## src/rtl/trdb_trace_ctrl.sv

```systemverilog
// Trace control FSM: gates the encoder datapath and sequences
// start/stop packet requests, drain wait and overflow reporting.
module trdb_trace_ctrl #(
    parameter int unsigned DRAIN_MAX = 16
) (
    input  logic       clk_i,
    input  logic       rst_ni,
    input  logic       activate_i,
    input  logic       trace_req_on_i,
    input  logic       trace_req_off_i,
    input  logic       encap_ready_i,
    input  logic       pkt_busy_i,
    input  logic       pkt_ack_i,
    output logic       trace_enable_o,
    output logic       start_pkt_req_o,
    output logic       stop_pkt_req_o,
    output logic       overflow_o,
    output logic       drain_timeout_o,
    output logic [2:0] state_o
);

    localparam int unsigned CW = $clog2(DRAIN_MAX + 1);
    localparam logic [CW-1:0] CNT_LAST = CW'(DRAIN_MAX - 1);
    localparam logic [CW-1:0] CNT_SAT = CW'(DRAIN_MAX);

    typedef enum logic [2:0] {
        OFF   = 3'd0,
        IDLE  = 3'd1,
        START = 3'd2,
        TRACE = 3'd3,
        STOP  = 3'd4,
        DRAIN = 3'd5
    } state_e;

    state_e        state_q, state_d;
    logic [CW-1:0] cnt_q, cnt_d;
    logic          on_prev_q, off_prev_q;
    logic          ovf_q, ovf_d;
    logic          tmo_q, tmo_d;
    logic          on_edge, off_edge;

    assign on_edge  = trace_req_on_i & ~on_prev_q;
    assign off_edge = trace_req_off_i & ~off_prev_q;

    // Next-state logic; deactivation overrides every other transition.
    always_comb begin
        state_d = state_q;
        cnt_d   = '0;
        ovf_d   = ovf_q;
        tmo_d   = 1'b0;
        if (!activate_i) begin
            state_d = OFF;
        end else begin
            case (state_q)
                OFF: state_d = IDLE;
                IDLE: begin
                    if (on_edge && !off_edge && encap_ready_i) begin
                        state_d = START;
                        ovf_d   = 1'b0;
                    end
                end
                START: begin
                    if (pkt_ack_i) state_d = TRACE;
                end
                TRACE: begin
                    if (!encap_ready_i) begin
                        state_d = STOP;
                        ovf_d   = 1'b1;
                    end else if (off_edge) begin
                        state_d = STOP;
                    end
                end
                STOP: begin
                    if (pkt_ack_i) state_d = DRAIN;
                end
                DRAIN: begin
                    if (!pkt_busy_i) begin
                        state_d = IDLE;
                    end else if (cnt_q == CNT_LAST) begin
                        state_d = IDLE;
                        tmo_d   = 1'b1;
                    end else if (cnt_q != CNT_SAT) begin
                        cnt_d = cnt_q + 1'b1;
                    end else begin
                        cnt_d = cnt_q;
                    end
                end
                default: state_d = OFF;
            endcase
        end
    end

    // State, drain counter, request edge history and flag registers.
    always_ff @(posedge clk_i or negedge rst_ni) begin
        if (!rst_ni) begin
            state_q    <= OFF;
            cnt_q      <= '0;
            on_prev_q  <= 1'b0;
            off_prev_q <= 1'b0;
            ovf_q      <= 1'b0;
            tmo_q      <= 1'b0;
        end else begin
            state_q    <= state_d;
            cnt_q      <= cnt_d;
            on_prev_q  <= trace_req_on_i;
            off_prev_q <= trace_req_off_i;
            ovf_q      <= ovf_d;
            tmo_q      <= tmo_d;
        end
    end

    assign trace_enable_o  = (state_q == START) || (state_q == TRACE) ||
                             (state_q == STOP);
    assign start_pkt_req_o = (state_q == START);
    assign stop_pkt_req_o  = (state_q == STOP);
    assign overflow_o      = ovf_q;
    assign drain_timeout_o = tmo_q;
    assign state_o         = state_q;

endmodule

```

## config.mk

```make
export PLATFORM = sky130hd
export DESIGN_NAME = trdb_trace_ctrl
export DESIGN_NICKNAME = d
export VERILOG_FILES = /design/src/rtl/trdb_trace_ctrl.sv
export SDC_FILE = /design/constraint.sdc
export NUM_CORES = 1
export LEC_CHECK = 0
export CORE_AREA = 8 8 45 47
export DETAILED_ROUTE_END_ITERATION = 6
export DIE_AREA = 0 0 53 55
export DONT_BUFFER_PORTS = 1
export GPL_ROUTABILITY_DRIVEN = 1
export PLACE_DENSITY = 0.68
export SKIP_LAST_GASP = 1
export SYNTH_ARGS = -nofsm -noshare
export SYNTH_HDL_FRONTEND = slang
export SYNTH_SLANG_ARGS = --single-unit
```

## constraint.sdc

```tcl
create_clock -name clk_i -period 2.5 [get_ports clk_i]
set_clock_uncertainty 0.2 [all_clocks]
set_input_delay 0.125 -clock clk_i [delete_from_list [all_inputs] [get_ports clk_i]]
set_output_delay 0.125 -clock clk_i [all_outputs]
set_load 0.1 [all_outputs]
```

After elaboration in Yosys (flattened, before gate mapping)
Index checks and enable logic that the tools add are counted.
- bits in registers: 12
- input bits: 8
- add/subtract/negate cells: 1
- eq/ne operators: 15
- multiplexer cells: 21
- bitwise operators: 4
- reductions and logical operators: 9
- operator list (kind ; count):
    $mux W5 ; 5
    $mux W3 ; 8
    $pmux W3 S6 ; 1
    $ne A5 B5 Y1 const B ; 2
    $ne A3 B3 Y1 const B ; 3
    $ne A4 B4 Y1 const B ; 2
    $eq A3 B2 Y1 const B ; 2
    $eq A3 B3 Y1 const B ; 2
    $mux W1 ; 6
    $add A5 B1 Y5 const B ; 1
    $eq A5 B4 Y1 const B ; 1
    $reduce_and A5 Y1 ; 1
    $ne A2 B2 Y1 const B ; 2
    $reduce_and A4 Y1 ; 1
    $eq A3 B1 Y1 const B ; 1
    $logic_not A3 Y1 ; 1
    $and A1 B1 Y1 ; 2
    $logic_and A1 B1 Y1 ; 2
    $logic_or A1 B1 Y1 ; 2
    $not A1 Y1 ; 2
    $pmux W1 S2 ; 1
    $reduce_bool A2 Y1 ; 1
    $logic_not A1 Y1 ; 1

Logic depth before layout (Yosys ltp)
Gate-level depths: netlist (run 1).
- depth in word-level cells: 8
- depth in mapped cells: 5
- depth with buffers taken out: 5

Worst setup path before layout (run 1)
OpenSTA, ideal clock, no wires.
- path type: register -> output
- from: register state_q[1] (netlist: state_o[1])
- to: output start_pkt_req_o
- arrival: 2.524 ns
- data required time: 2.175 ns
- setup slack: -0.349 ns
- cell stages (with the launch flop): 4
- path buffers: 1
- cells stage by stage: dfrtp_1 -> buf_4 -> nand2b_4 -> nor2_1
- word-level cells in the longest chain between the ends: 1
- ends and longest elaborated chain (what ; RTL line ; RTL):
    start: declaration ; 35 ; state_e state_q, state_d;
    start signal: assignment ; 103 ; state_q <= state_d;
    $eq A3 B2 Y1 ; 114 ; assign start_pkt_req_o = (state_q == START);
    end: declaration ; 15 ; output logic start_pkt_req_o,
No other way between the ends.

Final worst setup path (run 1)
- from: register cnt_q[0]
- to: register state_q[0] (netlist: state_o[0])
- word-level cells in the longest chain between the ends: 3
- ends and longest elaborated chain (what ; RTL line ; RTL):
    start: declaration ; 36 ; logic [CW-1:0] cnt_q, cnt_d;
    start signal: assignment ; 104 ; cnt_q <= cnt_d;
    $eq A5 B4 Y1 ; 79 ; end else if (cnt_q == CNT_LAST) begin
    $ne A4 B4 Y1 (no source line) ; -- ;
    $reduce_and A5 Y1 (no source line) ; -- ;
No other way between the ends.
A chain may end at the register's enable or synchronous reset.

==> flow_summary.toml, run 1 <==
[clock_network]
clock_latency_ns = 0.27
postCtsSetupRepairBufs = 0
ctsHtreeMaxLevel = 1
hold_buffers = 7
postCtsResizedCells = 0
cts_root_buf = "clkbuf_4"
clock-sinks = 12
cts.clk_slew.worst_paths_ns = 0.08
cts_buffers = 3
tritoncts = "built"
clockBufferDepth = 2

[critical_path]
critPathLaunchType = "flip-flop"
critPathKind = "flip-flop to flip-flop"
crit_path_cell_trace = "ha_1 -> and4b_1 -> or4_1 -> and4_2 -> a211o_1"
worstPathRequired_ns = 2.47
r2r_setup_slack_ns = 0.40
max_stage_delay_ns = 0.48
crit_end = "state_o[0]"
rr_endpoint = "state_o[0]"
worstReg2RegStart = "cnt_q[0]"
worst_path_max_delay_cell = "or4_1"
worstSetupStartpoint = "cnt_q[0]"
crit_arrival_ns = 2.06
path_max_fanout = 5
worst_r2r_path_depth = 5
end_kind = "flip-flop"

[drt]
wl_per_cell_um = 14.3
drc = 0
vias = 575
antenna_left = 0
wirelength_um = 1470
routed_via_density = 5.58
drt_pass1_iterations = 4
first_iter_violations = 19

[pwr]
power.total_uw = 532
seq_power_share = 0.415
intPower_uw = 339
switching_power_uw = 193
switching_share = 0.363
pwr-share-comb = 0.297
power_leakage_nw = 0.394
power_density_nw_per_um2 = 620
ir_drop_mv = 0.382
pwr-share-clk = 0.288

[sta]
fmax_ghz = 0.477
max_slew_margin = 0.420
finalCritPeriodShare = 0.839
worst_pin_slew_ns = 0.871
setup_violations = 0
hold_viol = 0
fin_crit_ns = 2.10
setup_tns_ns = 0
rsz0062_at_grt = "no"
drv_slew = 0

[run_status]
outcome = "completed"

[layout]
diodes = 0
drive_above_1_share = 0.218
area_growth_pct = 22.5
final_core_util = 0.620
mostFrequentLayoutCells = "10 x dfrtp_1, 7 x nor2_1, 7 x dlygate4sd3_1, 7 x buf_4, 6 x nand2_1"
layout_commonest_cell = "dfrtp_1"
nets = 98
nFillCells = 115

[yosys]
synth-seq-cells = 12
ys_seq_area_frac = 0.429
synth_area_per_cell_um2 = 9.73
syn_nets = 82
synthCells = 72
synth.distinct_cells = 32
ys_warn_count = 0
syn_area_um2 = 701

[die]
fp.dieW_um = 53
coreArea_um2 = 1380
io_pins = 16
initial_core_util = 0.506
num_rows = 14
die_area_um2 = 2920
die_y_um = 55

[global_routing]
grt_max_degree = 13
grt_pass1_wl_um = 2590
gr-total-overflow = 0
antenna_found_initial = 0
track_usage = 0.120
grt_pass1_vias = 623

[placement]
hpwlAfterDp_um = 1060
gp_congestion = 0.823
portBuffers = 0

[min_path]
min_path_type = "primary input to flip-flop"

[run]
cap_violations = 0
[power by group through the flow]
stage / Combinational, mW / Sequential, mW / Clock [mW]
2_1_floorplan: 0.0535 / 0.288 / 0
5_1_grt: 0.167 / 0.223 / 0.170
4_1_cts: 0.159 / 0.221 / 0.158
3_3_place_gp: 0.138 / 0.225 / 0
3_5_place_dp: 0.139 / 0.225 / 0
6_report: 0.158 / 0.221 / 0.153
[cells in the mapped netlist]
cell type	instances	area (µm²)
and4_2	1	10.0
nand2b_1	2	12.5
a41o_1	2	20.0
nor2_1	8	30.0
o31ai_1	2	15.0
or4_1	1	7.51
nor4bb_1	1	10.0
nand2b_4	1	13.8
and4b_1	1	10.0
a211o_1	1	8.76
nor3_1	3	15.0
nand2_1	6	22.5
inv_1	5	18.8
o2bb2ai_1	1	8.76
or3_1	1	6.26
o21ai_0	1	5.00
mux2i_1	1	10.0
a31oi_1	1	6.26
mux2_2	1	11.3
dfrtp_1	12	300
ha_1	2	25.0
xor2_1	2	17.5
nand2_2	1	6.26
nor2b_1	1	6.26
xnor2_1	2	17.5
nand3b_1	1	7.51
nor3b_1	1	7.51
nand3_1	5	25.0
nand4_1	1	6.26
buf_4	2	15.0
or4b_4	1	13.8
buf_6	1	11.3
[cell families after synthesis]
| group | count (synthesis) | synth area share |
|---|---|---|
| adders and majority gates | 2 | 0.0357 |
| DFF | 12 | 0.429 |
| xor gates and xnor gates | 4 | 0.0500 |
| buffers and inverters | 8 | 0.0643 |
| muxes | 2 | 0.0304 |
| AOI/OAI and AO/OA | 8 | 0.0911 |
| and+or+nand+nor | 36 | 0.300 |
[worst max-delay path: cells and delay by family, from the launching register on]
kind | cells | cell delay, ns
flops | 1 | 0.40
fa+ha+maj | 1 | 0.25
compound gates | 1 | 0.25
simple gates | 3 | 0.89
[flip-flops by register name (all words and copies together), names as in the netlist]
signal,flops
cnt_q,5
drain_timeout_o,1
off_prev_q,1
on_prev_q,1
overflow_o,1
state_o,3
[area by class of cell]
| class | instances | area, µm² | share of cell area |
|---|---|---|---|
| Inverter | 5 | 18.8 | 0.0219 |
| Timing Repair Buffer | 14 | 123 | 0.143 |
| Multi-Input combinational cell | 52 | 358 | 0.417 |
| Sequential cell | 12 | 303 | 0.353 |
| Tap cell | 16 | 20.0 | 0.0233 |
| Clock buffer | 4 | 36.3 | 0.0423 |
[metrics by stage]
step | instance area (µm²) | hold WS (ns) | worst slack (ns) | std cells
floorplan | 706 | -0.371 | 0.00710 | 72
global placement | 752 | -0.370 | 0.449 | 92
detailed placement | 752 | -0.370 | 0.421 | 92
CTS | 858 | 0.00604 | 0.406 | 103
global route | 858 | 0.0253 | 0.303 | 103
finish | 858 | 0.0134 | 0.403 | 103
[worst min path at each step]
stage,start,cells after the start,endpoint
2_1_floorplan,rst_ni,0,cnt_q[0]
3_3_place_gp,rst_ni,0,cnt_q[2]
3_5_place_dp,rst_ni,0,cnt_q[2]
4_1_cts,encap_ready_i,3,state_o[0]
5_1_grt,encap_ready_i,3,state_o[0]
6_report,encap_ready_i,3,state_o[0]
[layer usage]
metal  wire (µm)  GRT usage
met5           0          0
met4          13     0.0517
met2         660      0.184
met1         698      0.141
met3         101     0.0561
No activity file was read; power rests on OpenSTA's default activity.
==> run 2: changes to the inputs <==
--- a/config.mk
+++ b/config.mk
@@ -5,12 +5,13 @@
 export SDC_FILE = /design/constraint.sdc
 export NUM_CORES = 1
 export LEC_CHECK = 0
-export CORE_AREA = 8 8 45 47
+export ABC_AREA = 1
+export CORE_MARGIN = 8
+export CORE_UTILIZATION = 53
 export DETAILED_ROUTE_END_ITERATION = 6
-export DIE_AREA = 0 0 53 55
 export DONT_BUFFER_PORTS = 1
 export GPL_ROUTABILITY_DRIVEN = 1
-export PLACE_DENSITY = 0.68
+export PLACE_DENSITY = 0.71
 export SKIP_LAST_GASP = 1
 export SYNTH_ARGS = -nofsm -noshare
 export SYNTH_HDL_FRONTEND = slang
==> constraint.sdc (replaced) <==
create_clock -name clk_i -period 1.8 [get_ports clk_i]
set_clock_uncertainty 0.2 [all_clocks]
set_input_delay 0.09 -clock clk_i [delete_from_list [all_inputs] [get_ports clk_i]]
set_output_delay 0.09 -clock clk_i [all_outputs]
set_load 0.1 [all_outputs]
==> run 2 against run 1 <==
  * Combinational power grew to 4.7 times the previous value
  * Non-clock buffer count grew 1
  * Clock-buffer cell count is the same
  * Via count grew 15%
  * Power grew 140%
  * Worst hold slack gained 0.0020 ns
  * Global-route usage shrank 0.30 points
  * Final cell count grew 23%
  * Final area grew 8.3%
  * First-iteration DRC count shrank 42%
  * Register-to-register slack lost 0.15 ns
  * Critical endpoint is now start_pkt_req_o
==> flow_summary.toml, run 2 <==
[global_routing]
grt_max_degree = 13
grt_pass1_wl_um = 2490
antenna_found_initial = 0
gr-total-overflow = 0
grt_pass1_vias = 597
track_usage = 0.117

[min_path]
min_path_type = "primary input to flip-flop"

[drt]
routed_via_density = 5.19
drt_pass1_iterations = 4
antenna_left = 0
drc = 0
first_iter_violations = 11
wl_per_cell_um = 12.0
wirelength_um = 1520
vias = 659

[layout]
mostFrequentLayoutCells = "21 x nand2_1, 12 x nand3_1, 11 x inv_1"
diodes = 0
nets = 123
area_growth_pct = 33.4
final_core_util = 0.733
top_register = "cnt_q"
drive_above_1_share = 0.259
layout_commonest_cell = "nand2_1"
largest_reg_flops = 5
instances_no_fill = 127

[clock_network]
cts_buffers = 3
cts.clk_slew.worst_paths_ns = 0.07
cts_root_buf = "clkbuf_4"
postCtsSetupRepairBufs = 0
clock-sinks = 12
postCtsResizedCells = 0
ctsHtreeMaxLevel = 1
clockBufferDepth = 2
clock_latency_ns = 0.26
hold_buffers = 7
tritoncts = "built"

[die]
coreArea_um2 = 1270
initial_core_util = 0.549
die_area_um2 = 2730
num_rows = 13
die_y_um = 52.3
io_pins = 16
fp.dieW_um = 52.3

[sta]
rsz0062_at_grt = "no"
worst_pin_slew_ns = 0.523
fmax_ghz = 0.604
hold_viol = 0
finalCritPeriodShare = 0.920
fin_crit_ns = 1.66
max_slew_margin = 0.650
drv_slew = 0
setup_violations = 0
timing.final.ws_setup_ns = 0.145

[critical_path]
critPathLaunchType = "flip-flop"
critPathKind = "flip-flop to output port"
end_kind = "output port"
worstPathRequired_ns = 1.51
path_max_fanout = 6
crit_arrival_ns = 1.37

[yosys]
ys_warn_count = 0
yosys.area.top_type = "dfrtp_1"
synth_most_common_cell = "nand2_1"
ys.flop_type = "dfrtp_1"
synthTopCellsByArea = "dfrtp_1 43%, nand2_1 12%, nand3_1 9.3%, inv_1 8.1%, nor2_1 5.4%"
synth_edf_count = 0
synth-seq-cells = 12
syn_area_um2 = 697
synth_area_per_cell_um2 = 7.49
syn_nets = 103
ys_seq_area_frac = 0.431
async_reset_ff_frac = 1.00
synth.distinct_cells = 18
synthCells = 93
synth_top_area_frac = 0.431
netlist_top_cells_count = "23 x nand2_1, 15 x inv_1, 13 x nand3_1"

[pwr]
ir_drop_mv = 0.907
power_leakage_nw = 0.422
power_density_nw_per_um2 = 1390
switching_share = 0.540
intPower_uw = 594
seq_power_share = 0.297
pwr-share-clk = 0.126
power.total_mw = 1.29
switching_power_uw = 696
pwr-share-comb = 0.577

[placement]
gp_congestion = 0.841
hpwlAfterDp_um = 1180
portBuffers = 0
place_inst = 116
place_ws_ns = 0.268

[run]
cap_violations = 0

[run_status]
outcome = "completed"
run 2: metrics by stage:
stage | setup TNS, ns | hold slack [ns] | instance area [µm²]
6_report | 0 | 0.0155 | 930
5_1_grt | 0 | 0.0665 | 930
4_1_cts | 0 | 0.00746 | 930
3_5_place_dp | 0 | -0.405 | 833
3_3_place_gp | 0 | -0.405 | 833
2_1_floorplan | -0.606 | -0.406 | 742
run 2: cell families after synthesis:
group                    share of synthesized area
AO/OA/AOI/OAI                               0.0503
XOR/XNOR                                    0.0251
adder cells (fa/ha/maj)                     0.0359
flip-flops                                   0.431
buffers and inverters                       0.0862
AND/OR/NAND/NOR                              0.372
run 2: final cells by class:
class	count	area, µm²
fill	110	339
sequential	12	312
clock buffer	4	26.3
multi-input combinational	65	362
inverter	16	68.8
timing repair buffer	15	143
tap	15	18.8
run 2: path summary, 6_finish.rpt:
| check | start | to | slack (ns) | cells after the start |
|---|---|---|---|---|
| max | state_o[2] | start_pkt_req_o | 0.14 | 4 |
| min | trace_req_on_i | overflow_o | 0.02 | 5 |
| max reg2reg | cnt_q[1] | state_o[1] | 0.25 | 8 |
| min reg2reg | cnt_q[3] | cnt_q[4] | 0.34 | 1 |
| max in group asynchronous | rst_ni | state_o[0] | 0.97 | 1 |
| min in group asynchronous | rst_ni | drain_timeout_o | 0.04 | 1 |
run 2: routing by layer:
metal / track usage / vias up / part of all wire
li1: - / 337 / -
met1: 0.139 / 296 / 0.43
met2: 0.190 / 22 / 0.49
met3: 0.0511 / 4 / 0.071
met4: 0.0259 / 0 / 0.011
met5: 0 / - / 0
run 2: power groups by stage:
stage	clock [mW]	combinational (mW)	sequential [mW]
3_3_place_gp	0	0.722	0.390
6_report	0.162	0.744	0.383
5_1_grt	0.182	0.788	0.392
4_1_cts	0.173	0.748	0.384
3_5_place_dp	0	0.726	0.390
2_1_floorplan	0	0.347	0.610
run 2: worst max-delay path, cell delays in order, from the launching register on:
cell	delay (ns)
dfrtp_4	0.52
inv_2	0.09
nand2_2	0.07
nor2_4	0.12
buf_4	0.29
